===== src/rtl/sram_arbiter.sv =====
// Arbitrates one SRAM-handshake memory port between instruction fetch and data access.
// One outstanding transaction at a time; results come back as registered one-cycle pulses.
module sram_arbiter #(
  parameter int unsigned DATA_PRIO_MAX = 4,
  parameter int unsigned TIMEOUT_CYC   = 255
) (
  input  logic        clk,
  input  logic        rst,
  input  logic        flush,
  input  logic        inst_req,
  input  logic [31:0] inst_addr,
  output logic        inst_ok,
  output logic [31:0] inst_rdata,
  input  logic        data_req,
  input  logic [3:0]  data_wen,
  input  logic [31:0] data_addr,
  input  logic [31:0] data_wdata,
  output logic        data_ok,
  output logic [31:0] data_rdata,
  output logic        bus_req,
  output logic        bus_wr,
  output logic [3:0]  bus_wstrb,
  output logic [31:0] bus_addr,
  output logic [31:0] bus_wdata,
  input  logic        bus_addr_ok,
  input  logic        bus_data_ok,
  input  logic [31:0] bus_rdata,
  output logic        stallreq_inst,
  output logic        stallreq_data,
  output logic        bus_err
);

  localparam int unsigned PrioW = $clog2(DATA_PRIO_MAX + 1);
  localparam logic [PrioW-1:0] PrioMax = PrioW'(DATA_PRIO_MAX);
  localparam logic [7:0] ToMax  = 8'(TIMEOUT_CYC);
  localparam logic [7:0] ToLast = 8'(TIMEOUT_CYC - 1);

  typedef enum logic [2:0] {StIdle, StIAddr, StIData, StDAddr, StDData} state_e;

  state_e           state_q, state_d;
  logic [31:0]      addr_q, addr_d, wdata_q, wdata_d;
  logic [3:0]       wen_q, wen_d;
  logic             cancel_q, cancel_d;
  logic [PrioW-1:0] prio_cnt_q, prio_cnt_d;
  logic [7:0]       to_cnt_q, to_cnt_d;
  logic             inst_ok_q, inst_ok_d, data_ok_q, data_ok_d;
  logic [31:0]      inst_rdata_q, inst_rdata_d, data_rdata_q, data_rdata_d;
  logic             bus_err_q, bus_err_d;
  logic             inst_eff, data_eff, grant_inst, grant_data;

  // A side is masked during its own ok cycle; a flush also hides a new fetch.
  assign inst_eff   = inst_req & ~inst_ok_q & ~flush;
  assign data_eff   = data_req & ~data_ok_q;
  assign grant_data = (state_q == StIdle) & data_eff & (~inst_eff | (prio_cnt_q < PrioMax));
  assign grant_inst = (state_q == StIdle) & inst_eff & ~grant_data;

  always_comb begin
    state_d      = state_q;
    addr_d       = addr_q;
    wen_d        = wen_q;
    wdata_d      = wdata_q;
    cancel_d     = cancel_q;
    prio_cnt_d   = prio_cnt_q;
    to_cnt_d     = to_cnt_q;
    inst_ok_d    = 1'b0;
    data_ok_d    = 1'b0;
    inst_rdata_d = inst_rdata_q;
    data_rdata_d = data_rdata_q;
    bus_err_d    = bus_err_q;

    unique case (state_q)
      StIdle: begin
        cancel_d = 1'b0;
        if (grant_data) begin
          addr_d  = data_addr;
          wen_d   = data_wen;
          wdata_d = data_wdata;
          state_d = StDAddr;
        end else if (grant_inst) begin
          addr_d  = inst_addr;
          wen_d   = 4'h0;
          wdata_d = 32'h0;
          state_d = StIAddr;
        end
      end
      StIAddr: begin
        // An accepted address must still be drained, so a concurrent flush only cancels.
        if (bus_addr_ok) begin
          state_d  = StIData;
          cancel_d = flush;
          to_cnt_d = 8'h0;
        end else if (flush) begin
          state_d = StIdle;
        end
      end
      StDAddr: begin
        if (bus_addr_ok) begin
          state_d  = StDData;
          to_cnt_d = 8'h0;
        end
      end
      StIData: begin
        if (bus_data_ok) begin
          state_d  = StIdle;
          cancel_d = 1'b0;
          if (!(cancel_q || flush)) begin
            inst_ok_d    = 1'b1;
            inst_rdata_d = bus_rdata;
          end
        end else begin
          cancel_d = cancel_q | flush;
        end
      end
      StDData: begin
        if (bus_data_ok) begin
          state_d      = StIdle;
          data_ok_d    = 1'b1;
          data_rdata_d = bus_rdata;
        end
      end
      default: state_d = StIdle;
    endcase

    if ((state_q == StIData || state_q == StDData) && !bus_data_ok) begin
      if (to_cnt_q != ToMax) to_cnt_d = to_cnt_q + 8'h1;
      if (to_cnt_q == ToLast) bus_err_d = 1'b1;
    end

    if (grant_data && inst_req) begin
      if (prio_cnt_q < PrioMax) prio_cnt_d = prio_cnt_q + 1'b1;
    end else if (grant_inst || !inst_req) begin
      prio_cnt_d = '0;
    end
  end

  always_ff @(posedge clk or negedge rst) begin
    if (!rst) begin
      state_q      <= StIdle;
      addr_q       <= 32'h0;
      wen_q        <= 4'h0;
      wdata_q      <= 32'h0;
      cancel_q     <= 1'b0;
      prio_cnt_q   <= '0;
      to_cnt_q     <= 8'h0;
      inst_ok_q    <= 1'b0;
      data_ok_q    <= 1'b0;
      inst_rdata_q <= 32'h0;
      data_rdata_q <= 32'h0;
      bus_err_q    <= 1'b0;
    end else begin
      state_q      <= state_d;
      addr_q       <= addr_d;
      wen_q        <= wen_d;
      wdata_q      <= wdata_d;
      cancel_q     <= cancel_d;
      prio_cnt_q   <= prio_cnt_d;
      to_cnt_q     <= to_cnt_d;
      inst_ok_q    <= inst_ok_d;
      data_ok_q    <= data_ok_d;
      inst_rdata_q <= inst_rdata_d;
      data_rdata_q <= data_rdata_d;
      bus_err_q    <= bus_err_d;
    end
  end

  // Bus payload is zeroed outside the address phase.
  assign bus_req       = (state_q == StIAddr) || (state_q == StDAddr);
  assign bus_addr      = bus_req ? addr_q : 32'h0;
  assign bus_wdata     = bus_req ? wdata_q : 32'h0;
  assign bus_wstrb     = bus_req ? wen_q : 4'h0;
  assign bus_wr        = bus_req & (|wen_q);
  assign inst_ok       = inst_ok_q;
  assign data_ok       = data_ok_q;
  assign inst_rdata    = inst_rdata_q;
  assign data_rdata    = data_rdata_q;
  assign bus_err       = bus_err_q;
  assign stallreq_inst = inst_req & ~inst_ok_q;
  assign stallreq_data = data_req & ~data_ok_q;

endmodule


===== config.mk =====
export PLATFORM = sky130hd
export DESIGN_NAME = sram_arbiter
export DESIGN_NICKNAME = d
export VERILOG_FILES = /design/src/rtl/sram_arbiter.sv
export SDC_FILE = /design/constraint.sdc
export NUM_CORES = 1
export LEC_CHECK = 0
export BUFFER_PORTS_ARGS = -buffer_cell sky130_fd_sc_hd__buf_2
export CAP_MARGIN = 20
export CORE_MARGIN = 2
export CORE_UTILIZATION = 30
export CTS_CLUSTER_DIAMETER = 200
export DETAILED_ROUTE_END_ITERATION = 16
export HOLD_SLACK_MARGIN = 0.15
export SETUP_SLACK_MARGIN = 0.3
export SYNTH_ARGS = -nofsm -noshare
export SYNTH_HDL_FRONTEND = slang
export SYNTH_SLANG_ARGS = --single-unit
export TNS_END_PERCENT = 20

===== constraint.sdc =====
create_clock -name clk -period 3.2 [get_ports clk]
set_input_delay 0.48 -clock clk [delete_from_list [all_inputs] [get_ports clk]]
set_output_delay 0.48 -clock clk [all_outputs]
set_load 0.005 [all_outputs]

==> flow_summary.ini, run 1 <==
[final_layout]
drive_gt1_share_pct = 44.4
antenna_cells = 0
seq_area_mm2 = 0.00375
syn_to_final_growth_pct = 35.2
final_common_cell = buf_2
fillCellCount = 2079
layout.cells.non_filler = 1130
multi_input_area_mm2 = 0.00261
mostFrequentLayoutCells = buf_2, dfrtp_1, a21oi_1
utilization_pct = 41.7
fin_nets = 984

[timing]
grt_setup_unrepaired = no
fin_crit_ns = 2.48
period_share_pct = 77.6
fin_skew_ns = 0.00707
slew_headroom_pct = 48.9
max_freq_mhz = 403
hold_violations = 0
setup_viol = 0
tns_ns = 0
worst_pin_slew_ns = 0.766
slew_viol_final = 0
setup_slack_ns = 0.716

[hold_path]
hold_depth = 2
holdPathEnd = wen_q[0]$_DFFE_PN0P_
hp-start = data_wen[0]
hold_class = primary input to register

[setup_path]
crit_path_start = state_q[0]$_DFFE_PN0P_
cp.required_ns = 2.72
crit_path_end_kind = output port
r2r-start = state_q[2]$_DFFE_PN0P_
reg2reg_slack_ns = 1.18
start_kind = register
cp_max_fo = 54
r2r-end = inst_rdata[8]$_DFFE_PN0P_
r2r_cells = 4
cp.arrival_ns = 2.00
crit_type = register to output port

[flow_run]
maxCapViolations = 0

[yosys]
synth-xor-area-share_pct = 0.403
synth-edff-count = 0
syn_inst = 574
synth_top_area_cell = dfrtp_1
synth-adder-area-share_pct = 0.575
synthSimpleGateAreaFrac_pct = 14.2
synth_top_family_by_area = simple AND/OR/NAND/NOR gates
synth-seq-cells = 150
synth_area_mm2 = 0.00653
synth_compound_area_share_pct = 13.2
ys_types = 45
avgSynthCellArea_um2 = 11.4
synthArstFlopShare_pct = 100
synthesis.nets = 716
synthTopCellsByArea = dfrtp_1, mux2_2, and2_1, a21oi_1, a22o_1
yosysTopAreaCellShare_pct = 57.5
yosysSeqAreaShare_pct = 57.5
yosys_warnings = 0
synth_mux_area_share_pct = 11.2
ys.flop_type = dfrtp_1

[clock_tree]
cts_buffer_depth = 2
cts_buffers = 17
cts.sinks = 150
root_buffer = clkbuf_16
insertion_delay_ns = 0.41
path_clk_slew_ns = 0.06
htreeDepth = 4
ctsResizeCount = 0
cts_tree = done

[power]
power_density_mw_per_mm2 = 946
vdd_drop_max_v = 0.000470
power.leakage_nw = 4.53

[placed_design]
place_inst = 1097
hpwlAfterDp_um = 12600
preCtsSetupSlack_ns = 1.11
gp_congestion = 0.750
io_buffers = 277

[floorplanning]
row_count = 53
initial_utilization_pct = 30.9
coreArea_mm2 = 0.0212
dieWidth_um = 151
dieHeight_um = 151
ioPinCount = 278
dieArea_mm2 = 0.0230

[route]
dr.pass1.iters = 4
ant_nets = 0
wl_um = 18100
via_count = 5228
via_per_inst = 4.63
drt_iter0_drc = 211
routedWlPerCell_um = 16.0
route.detailed.drc = 0

[global_route]
overflow = 0
grt_util_all_layers_pct = 15.5
grt_max_degree = 82
antenna_found_initial = 1
grt_pass1_vias = 5142
grt_pass1_wl_um = 27400

[run_status]
status = completed
-- worst max path at each step --
stage | cells after the start | to | slack (ns)
2_1_floorplan | 5 | bus_wr | 1.40
3_3_place_gp | 6 | addr_q[25]$_DFFE_PN0P_ | 1.15
3_5_place_dp | 6 | addr_q[25]$_DFFE_PN0P_ | 1.11
4_1_cts | 4 | bus_wr | 0.68
5_1_grt | 4 | bus_wdata[30] | 0.58
6_report | 4 | bus_wr | 0.72
-- state kept, by name, summed over array words and instances (netlist names) --
register    count
inst_rdata     32
to_cnt_q        8
state_q         3
inst_ok         1
cancel_q        1
prio_cnt_q      3
wen_q           4
data_rdata     32
wdata_q        32
data_ok         1
addr_q         32
bus_err         1
-- logic make-up (layout without fill, tap and decap cells) --
logic type                 Yosys count  after routing
AOI/OAI and AO/OA                  133            133
xor gates and xnor gates             3              3
adders and majority gates            3              3
buffers and inverters               42            323
DFF                                150            150
muxes                               65             65
and+or+nand+nor                    178            178
-- cell usage after synthesis (2+ instances only) --
cell / instances
nand4_1: 2
nand2_1: 41
clkbuf_1: 23
nor3_1: 3
xor2_1: 2
ha_1: 3
and2_1: 68
nor2b_1: 5
a22o_1: 36
and3_1: 2
dfrtp_1: 150
o211ai_1: 3
mux2_2: 56
nand2b_1: 8
inv_1: 3
nand3_1: 6
mux2_1: 8
o21ai_0: 8
a21oi_1: 71
o21a_1: 2
nor2_1: 36
a31oi_1: 2
buf_2: 14
-- layer usage --
layer | GRT usage, % | up-vias | share of wire, %
li1 | - | 2533 | -
met4 | 3.70 | 0 | 0.76
met2 | 24.3 | 195 | 45
met3 | 6.74 | 11 | 10
met5 | 0 | - | 0
met1 | 20.0 | 2489 | 44
-- metrics by stage --
step | power [W] | hold WS (ns) | area (um2)
floorplan | 0.00503 | 0.184 | 6530
global placement | 0.00641 | 0.456 | 8230
detailed placement | 0.00646 | 0.459 | 8230
CTS | 0.00850 | 0.256 | 8820
global route | 0.00903 | 0.262 | 8820
finish | 0.00835 | 0.284 | 8820
-- power breakdown --
group	switching, W	total (W)	internal (W)
Sequential	0.000492	0.00325	0.00276
Clock	0.000849	0.00196	0.00111
Combinational	0.00154	0.00314	0.00160
Total	0.00288	0.00835	0.00547
-- area by class of cell --
cell class	count	share of cell area, %
Clock buffer	18	4.98
Clock inverter	14	1.62
Inverter	3	0.128
Multi-Input combinational cell	382	29.5
Sequential cell	150	42.5
Tap cell	275	3.90
Timing Repair Buffer	288	17.3
-- what timing repair did --
item | in CTS | in global routing
endpoints found under the setup margin | 0 | 0
hold buffers | 1 | 0
endpoints found under the hold margin | 77 | 0
buffers inserted | 0 | 0
-- worst max-delay path, cell delays in order, from the launching register on --
cell and delay [ns]:
dfrtp_1 0.52, nor2b_4 0.49, buf_12 0.26, o41a_1 0.17
buf_2 0.11
(Power assumes the default switching activity.)
==> inputs of run 2 (changes only) <==
==> constraint.sdc (replaced) <==
create_clock -name clk -period 2.5 [get_ports clk]
set_input_delay 0.375 -clock clk [delete_from_list [all_inputs] [get_ports clk]]
set_output_delay 0.375 -clock clk [all_outputs]
set_load 0.005 [all_outputs]
==> run 2 against run 1 <==
  * Wire length decreased by 0.80%
  * Count of clock-buffer cells in the layout decreased by 1
  * Sequential power increased by 27%
  * Sequential share of layout area decreased by 0.20 points
  * Sequential cell count unchanged
  * Hold slack got worse by 0.11 ns
  * Cell area increased by 0.50%
  * Combinational power increased by 29%
  * Power increased by 28%
  * Utilization increased by 0.21 points
==> flow_summary.ini, run 2 (same netlist as run 1, synthesis figures left out) <==
[clock_tree]
htreeDepth = 4
cts.sinks = 150
path_clk_slew_ns = 0.07
root_buffer = clkbuf_16
insertion_delay_ns = 0.42
cts_tree = done
cts_buffer_depth = 2
cts_buffers = 17

[floorplanning]
initial_utilization_pct = 30.9
dieArea_mm2 = 0.0230
ioPinCount = 278
coreArea_mm2 = 0.0212
row_count = 53
dieHeight_um = 151
dieWidth_um = 151

[global_route]
antenna_found_initial = 0
grt_pass1_vias = 5205
grt_util_all_layers_pct = 15.3
grt_max_degree = 69
overflow = 0
grt_pass1_wl_um = 27100

[route]
routedWlPerCell_um = 15.8
via_per_inst = 4.72
wl_um = 18000
dr.pass1.iters = 4
route.detailed.drc = 0
ant_nets = 0
drt_iter0_drc = 253
via_count = 5355

[final_layout]
syn_to_final_growth_pct = 35.9
drive_gt1_share_pct = 44.7
mostFrequentLayoutCells = buf_2, dfrtp_1, a21oi_1
fin_nets = 988
fillCellCount = 2090
antenna_cells = 0
final_common_cell = buf_2

[setup_path]
cp.arrival_ns = 1.71
worst-path-buf-inv = 2
critPathTopFamily = flip-flops
cp.required_ns = 2.12
crit_chain = nor2b_4 -> buf_12 -> o41a_1 -> buf_2
slowest_delay_ns = 0.51
crit_path_end_kind = output port
start_kind = register
cp_max_fo = 61
crit_path_top_delay_cell = dfrtp_1
crit_type = register to output port
reg2reg_slack_ns = 0.51

[timing]
hold_violations = 0
slew_headroom_pct = 57.8
worst_pin_slew_ns = 0.628
tns_ns = 0
grt_setup_unrepaired = no
setup_viol = 0
fin_crit_ns = 2.09
period_share_pct = 83.5
slew_viol_final = 0
fin_skew_ns = 0.00827
max_freq_mhz = 479

[placed_design]
io_buffers = 277
hpwlAfterDp_um = 12500
gp_congestion = 0.756

[power]
power_w = 0.0107
power_density_mw_per_mm2 = 1200
power.leakage_nw = 4.55
vdd_drop_max_v = 0.000775

[run_status]
status = completed

[hold_path]
hold_class = primary input to register

[flow_run]
maxCapViolations = 0
-- run 2: cell types whose count changed in the layout (fill, tap and decap cells not counted), sizes merged --
cell,previous run,this run
inv,8,13
buf,287,290
clkinv,6,3
bufinv,1,0
clkbuf,18,17
dlygate4sd3,1,2
-- run 2: final cells by class --
cell class | instances | area, um2 | share of cell area [%]
clock buffer | 17 | 425 | 4.80
tap | 275 | 344 | 3.88
multi-input combinational | 382 | 2610 | 29.4
clock inverter | 15 | 154 | 1.74
timing repair buffer | 292 | 1570 | 17.7
sequential | 150 | 3750 | 42.3
inverter | 3 | 11.3 | 0.127
-- run 2: repair_timing --
item | CTS | global route
hold buffers | 1 | 1
gates resized for setup | 0 | 1
endpoints found under the hold margin | 42 | 1
buffers inserted | 1 | 0
endpoints found under the setup margin | 59 | 59
-- run 2: metrics by stage --
stage	std cells	utilization [%]	setup WS, ns	hold slack, ns	cell area [um2]
2_1_floorplan	574	-	0.733	0.0794	6530
3_3_place_gp	1099	39.0	0.512	0.347	8260
3_5_place_dp	1099	39.0	0.506	0.346	8260
4_1_cts	1133	41.9	0.344	0.153	8860
5_1_grt	1134	41.9	0.305	0.153	8870
6_report	1134	41.9	0.413	0.173	8870
-- run 2: path summary, 6_finish.rpt --
check | from | end | depth (start not counted)
setup / recovery | state_q[2]$_DFFE_PN0P_ | bus_wr | 4
hold / removal | data_wdata[22] | wdata_q[22]$_DFFE_PN0P_ | 2
setup reg to reg | state_q[2]$_DFFE_PN0P_ | inst_rdata[14]$_DFFE_PN0P_ | 4
hold reg to reg | bus_err$_DFFE_PN0P_ | bus_err$_DFFE_PN0P_ | 1
max in group asynchronous | rst | data_rdata[1]$_DFFE_PN0P_ | 3
min in group asynchronous | rst | data_rdata[23]$_DFFE_PN0P_ | 2
-- run 2: report_power, final --
group	internal, W	switching [W]	total, W
clock network	0.00133	0.00117	0.00251
logic	0.00206	0.00200	0.00406
registers	0.00353	0.000587	0.00412
-- run 2: routing by layer --
| metal | GRT usage (%) | routed length [um] | part of all wire (%) | vias to the layer above |
|---|---|---|---|---|
| li1 | - | - | - | 2549 |
| met1 | 19.6 | 7800 | 43 | 2576 |
| met2 | 24.3 | 8250 | 46 | 217 |
| met3 | 5.60 | 1730 | 9.6 | 13 |
| met4 | 4.26 | 185 | 1.0 | 0 |
| met5 | 0 | 0 | 0 | - |
==> inputs of run 3 (changes only) <==
--- a/config.mk
+++ b/config.mk
@@ -5,6 +5,7 @@
 export SDC_FILE = /design/constraint.sdc
 export NUM_CORES = 1
 export LEC_CHECK = 0
+export ABC_AREA = 1
 export BUFFER_PORTS_ARGS = -buffer_cell sky130_fd_sc_hd__buf_2
 export CAP_MARGIN = 20
 export CORE_MARGIN = 2
==> constraint.sdc (replaced) <==
create_clock -name clk -period 1.75 [get_ports clk]
set_input_delay 0.2625 -clock clk [delete_from_list [all_inputs] [get_ports clk]]
set_output_delay 0.2625 -clock clk [all_outputs]
set_load 0.005 [all_outputs]
==> run 3 against run 2 <==
  * The flow now finishes with violations (negative setup slack)
  * Cell area up 26%
  * Synthesized cell count increased by 59%
  * Count of clock-buffer cells in the layout stayed put
  * Clock skew grew 0.0097 ns
  * Global-route usage rose by 2.2 points
  * Clock power increased by 51%
  * First-iteration DRC count increased by 79%
  * Hold slack worse by 0.014 ns
  * Non-clock buffer count is 120 higher
  * Setup slack worse by 0.52 ns
  * Register-to-register slack got worse by 0.37 ns
  * Critical path type unchanged
==> flow_summary.ini, run 3 <==
[final_layout]
mostFrequentLayoutCells = buf_2, nand2_1, inv_1
multi_input_area_mm2 = 0.00281
drive_gt1_share_pct = 37.3
final_cell_area_mm2 = 0.0112
seq_area_mm2 = 0.00376
final_common_cell = buf_2
fin_nets = 1447
antenna_cells = 0
syn_to_final_growth_pct = 60.2
fillCellCount = 2131
utilization_pct = 49.2
layout.cells.non_filler = 1631

[yosys]
ys.flop_type = dfrtp_1
syn_inst = 915
ys_types = 29
yosysSeqAreaShare_pct = 53.6
synth_top_area_cell = dfrtp_1
yosys_warnings = 0
synthArstFlopShare_pct = 100
yosysTopAreaCellShare_pct = 53.6
synthesis.nets = 1057
synth-edff-count = 0
synth_area_mm2 = 0.00700
synth_common_cells = nand2_1, inv_1, dfrtp_1, o21ai_0, nor2_1
synth-seq-cells = 150
yosysMostFrequentCell = nand2_1
avgSynthCellArea_um2 = 7.65
synthTopCellsByArea = dfrtp_1, nand2_1, inv_1, o21ai_0, nor2_1

[floorplanning]
dieArea_mm2 = 0.0246
row_count = 55
ioPinCount = 278
dieWidth_um = 157
initial_utilization_pct = 30.7
dieHeight_um = 157
coreArea_mm2 = 0.0228

[clock_tree]
cts_buffer_depth = 2
htreeDepth = 4
cts_buffers = 17
root_buffer = clkbuf_16
path_clk_slew_ns = 0.07
cts.sinks = 150
insertion_delay_ns = 0.42
cts_tree = done

[global_route]
antenna_found_initial = 0
overflow = 0
grt_pass1_vias = 6902
grt_max_degree = 66
grt_pass1_wl_um = 34000
grt_util_all_layers_pct = 17.5

[setup_path]
crit_type = register to output port
r2r-end = addr_q[8]$_DFFE_PN0P_
cp_max_fo = 5
cp.arrival_ns = 1.60
r2r_cells = 10
start_kind = register
crit_path_end_kind = output port
r2r-start = state_q[0]$_DFFE_PN0P_
slowest_delay_ns = 0.42
crit_chain = nor2_4 -> buf_12 -> inv_8 -> a41oi_1 -> buf_2
crit_path_top_delay_cell = dfrtp_2
reg2reg_slack_ns = 0.14
cp.required_ns = 1.49

[timing]
hold_violations = 0
setup_viol = 60
fin_skew_ns = 0.0180
worst_pin_slew_ns = 0.442
setup_slack_ns = -0.111
fin_crit_ns = 1.86
whs_ns = 0.159
grt_setup_unrepaired = yes
slew_headroom_pct = 70.5
max_freq_mhz = 537
period_share_pct = 106
slew_viol_final = 0

[power]
vdd_drop_max_v = 0.000889
power_density_mw_per_mm2 = 1560
power_w = 0.0175
power.leakage_nw = 6.13

[route]
dr.pass1.iters = 6
route.detailed.drc = 0
via_per_inst = 4.33
ant_nets = 0
drt_iter0_drc = 452
wl_um = 22900
routedWlPerCell_um = 14.0
via_count = 7066

[hold_path]
holdPathEnd = data_rdata[31]$_DFFE_PN0P_
hold_depth = 3
hold_class = primary input to register
hp-start = bus_rdata[31]

[placed_design]
gp_congestion = 0.829
postPlaceCellArea_mm2 = 0.00885
place_inst = 1484
hpwlAfterDp_um = 14400
io_buffers = 277

[flow_run]
maxCapViolations = 0

[run_status]
status = finished with violations
violations = negative setup slack
## run 3: cell count changes after synthesis, moves of 8 or more
cell and change:
nand3_1 +10, inv_1 +181, nand2b_1 -8, mux2_1 -8, and2_1 -68, nor2_1 +46, o21ai_0 +111, o21ai_1 +20
a21oi_1 -70, mux2_2 -56, a22o_1 -36, nand2_1 +226
## run 3: layout make-up
cell class	instances	share of cell area [%]
Clock buffer	17	3.80
Clock inverter	15	1.63
Inverter	189	6.42
Multi-Input combinational cell	534	25.1
Sequential cell	150	33.5
Tap cell	313	3.49
Timing Repair Buffer	412	26.0
Timing Repair inverter	1	0.0558
## run 3: kinds of logic (layout without fill, tap and decap cells)
kind of cell	after synthesis	in the layout	share of synthesized area (%)
simple gates	380	380	21.6
buf+inv	231	634	13.0
flops	150	150	53.6
compound gates	148	148	10.8
fa+ha+maj	3	3	0.537
xor+xnor	3	3	0.376
## run 3: worst max-delay path: cells and delay by family (launching register included)
| kind | cells | cell delay, ns |
|---|---|---|
| compound gates | 1 | 0.27 |
| buf+inv | 3 | 0.38 |
| flops | 1 | 0.42 |
| simple gates | 1 | 0.12 |
## run 3: stage by stage
stage / worst slack [ns] / setup TNS (ns)
after floorplan: 0.360 / 0
final: -0.111 / -1.82
after CTS: -0.0132 / -0.0783
after global placement: 0.248 / 0
after global routing: -0.160 / -6.43
after detailed placement: 0.229 / 0
## run 3: routing by layer
layer,part of all wire [%],vias up,GRT usage (%)
met4,1.3,0,4.11
met2,48,238,30.1
met1,43,3296,21.2
li1,-,3514,-
met5,0,-,0
met3,7.1,18,5.68
## run 3: worst max path at each step
stage                      startpoint  slack [ns]                     end  cells after the start
6_report       state_q[2]$_DFFE_PN0P_       -0.11                  bus_wr                      5
4_1_cts        state_q[2]$_DFFE_PN0P_       -0.01                  bus_wr                      4
5_1_grt        state_q[2]$_DFFE_PN0P_       -0.16                  bus_wr                      5
2_1_floorplan  state_q[0]$_DFFE_PN0P_        0.36           bus_wdata[24]                      6
3_5_place_dp        inst_ok$_DFF_PN0_        0.23  addr_q[18]$_DFFE_PN0P_                      6
3_3_place_gp   state_q[0]$_DFFE_PN0P_        0.25            bus_addr[30]                      6
## run 3: power by group
group / switching, W / internal [W]
Clock: 0.00163 / 0.00216
Sequential: 0.000818 / 0.00503
Combinational: 0.00446 / 0.00338
Total: 0.00690 / 0.0106
## run 3: what timing repair did
item                       4_1_cts  5_1_grt
pin swaps                       21       22
resized for setup               78      130
gates cloned                     0        5
hold endpoints to repair       177        0
hold buffers                   105        0
setup endpoints to repair      108      214
setup buffers                    3        2
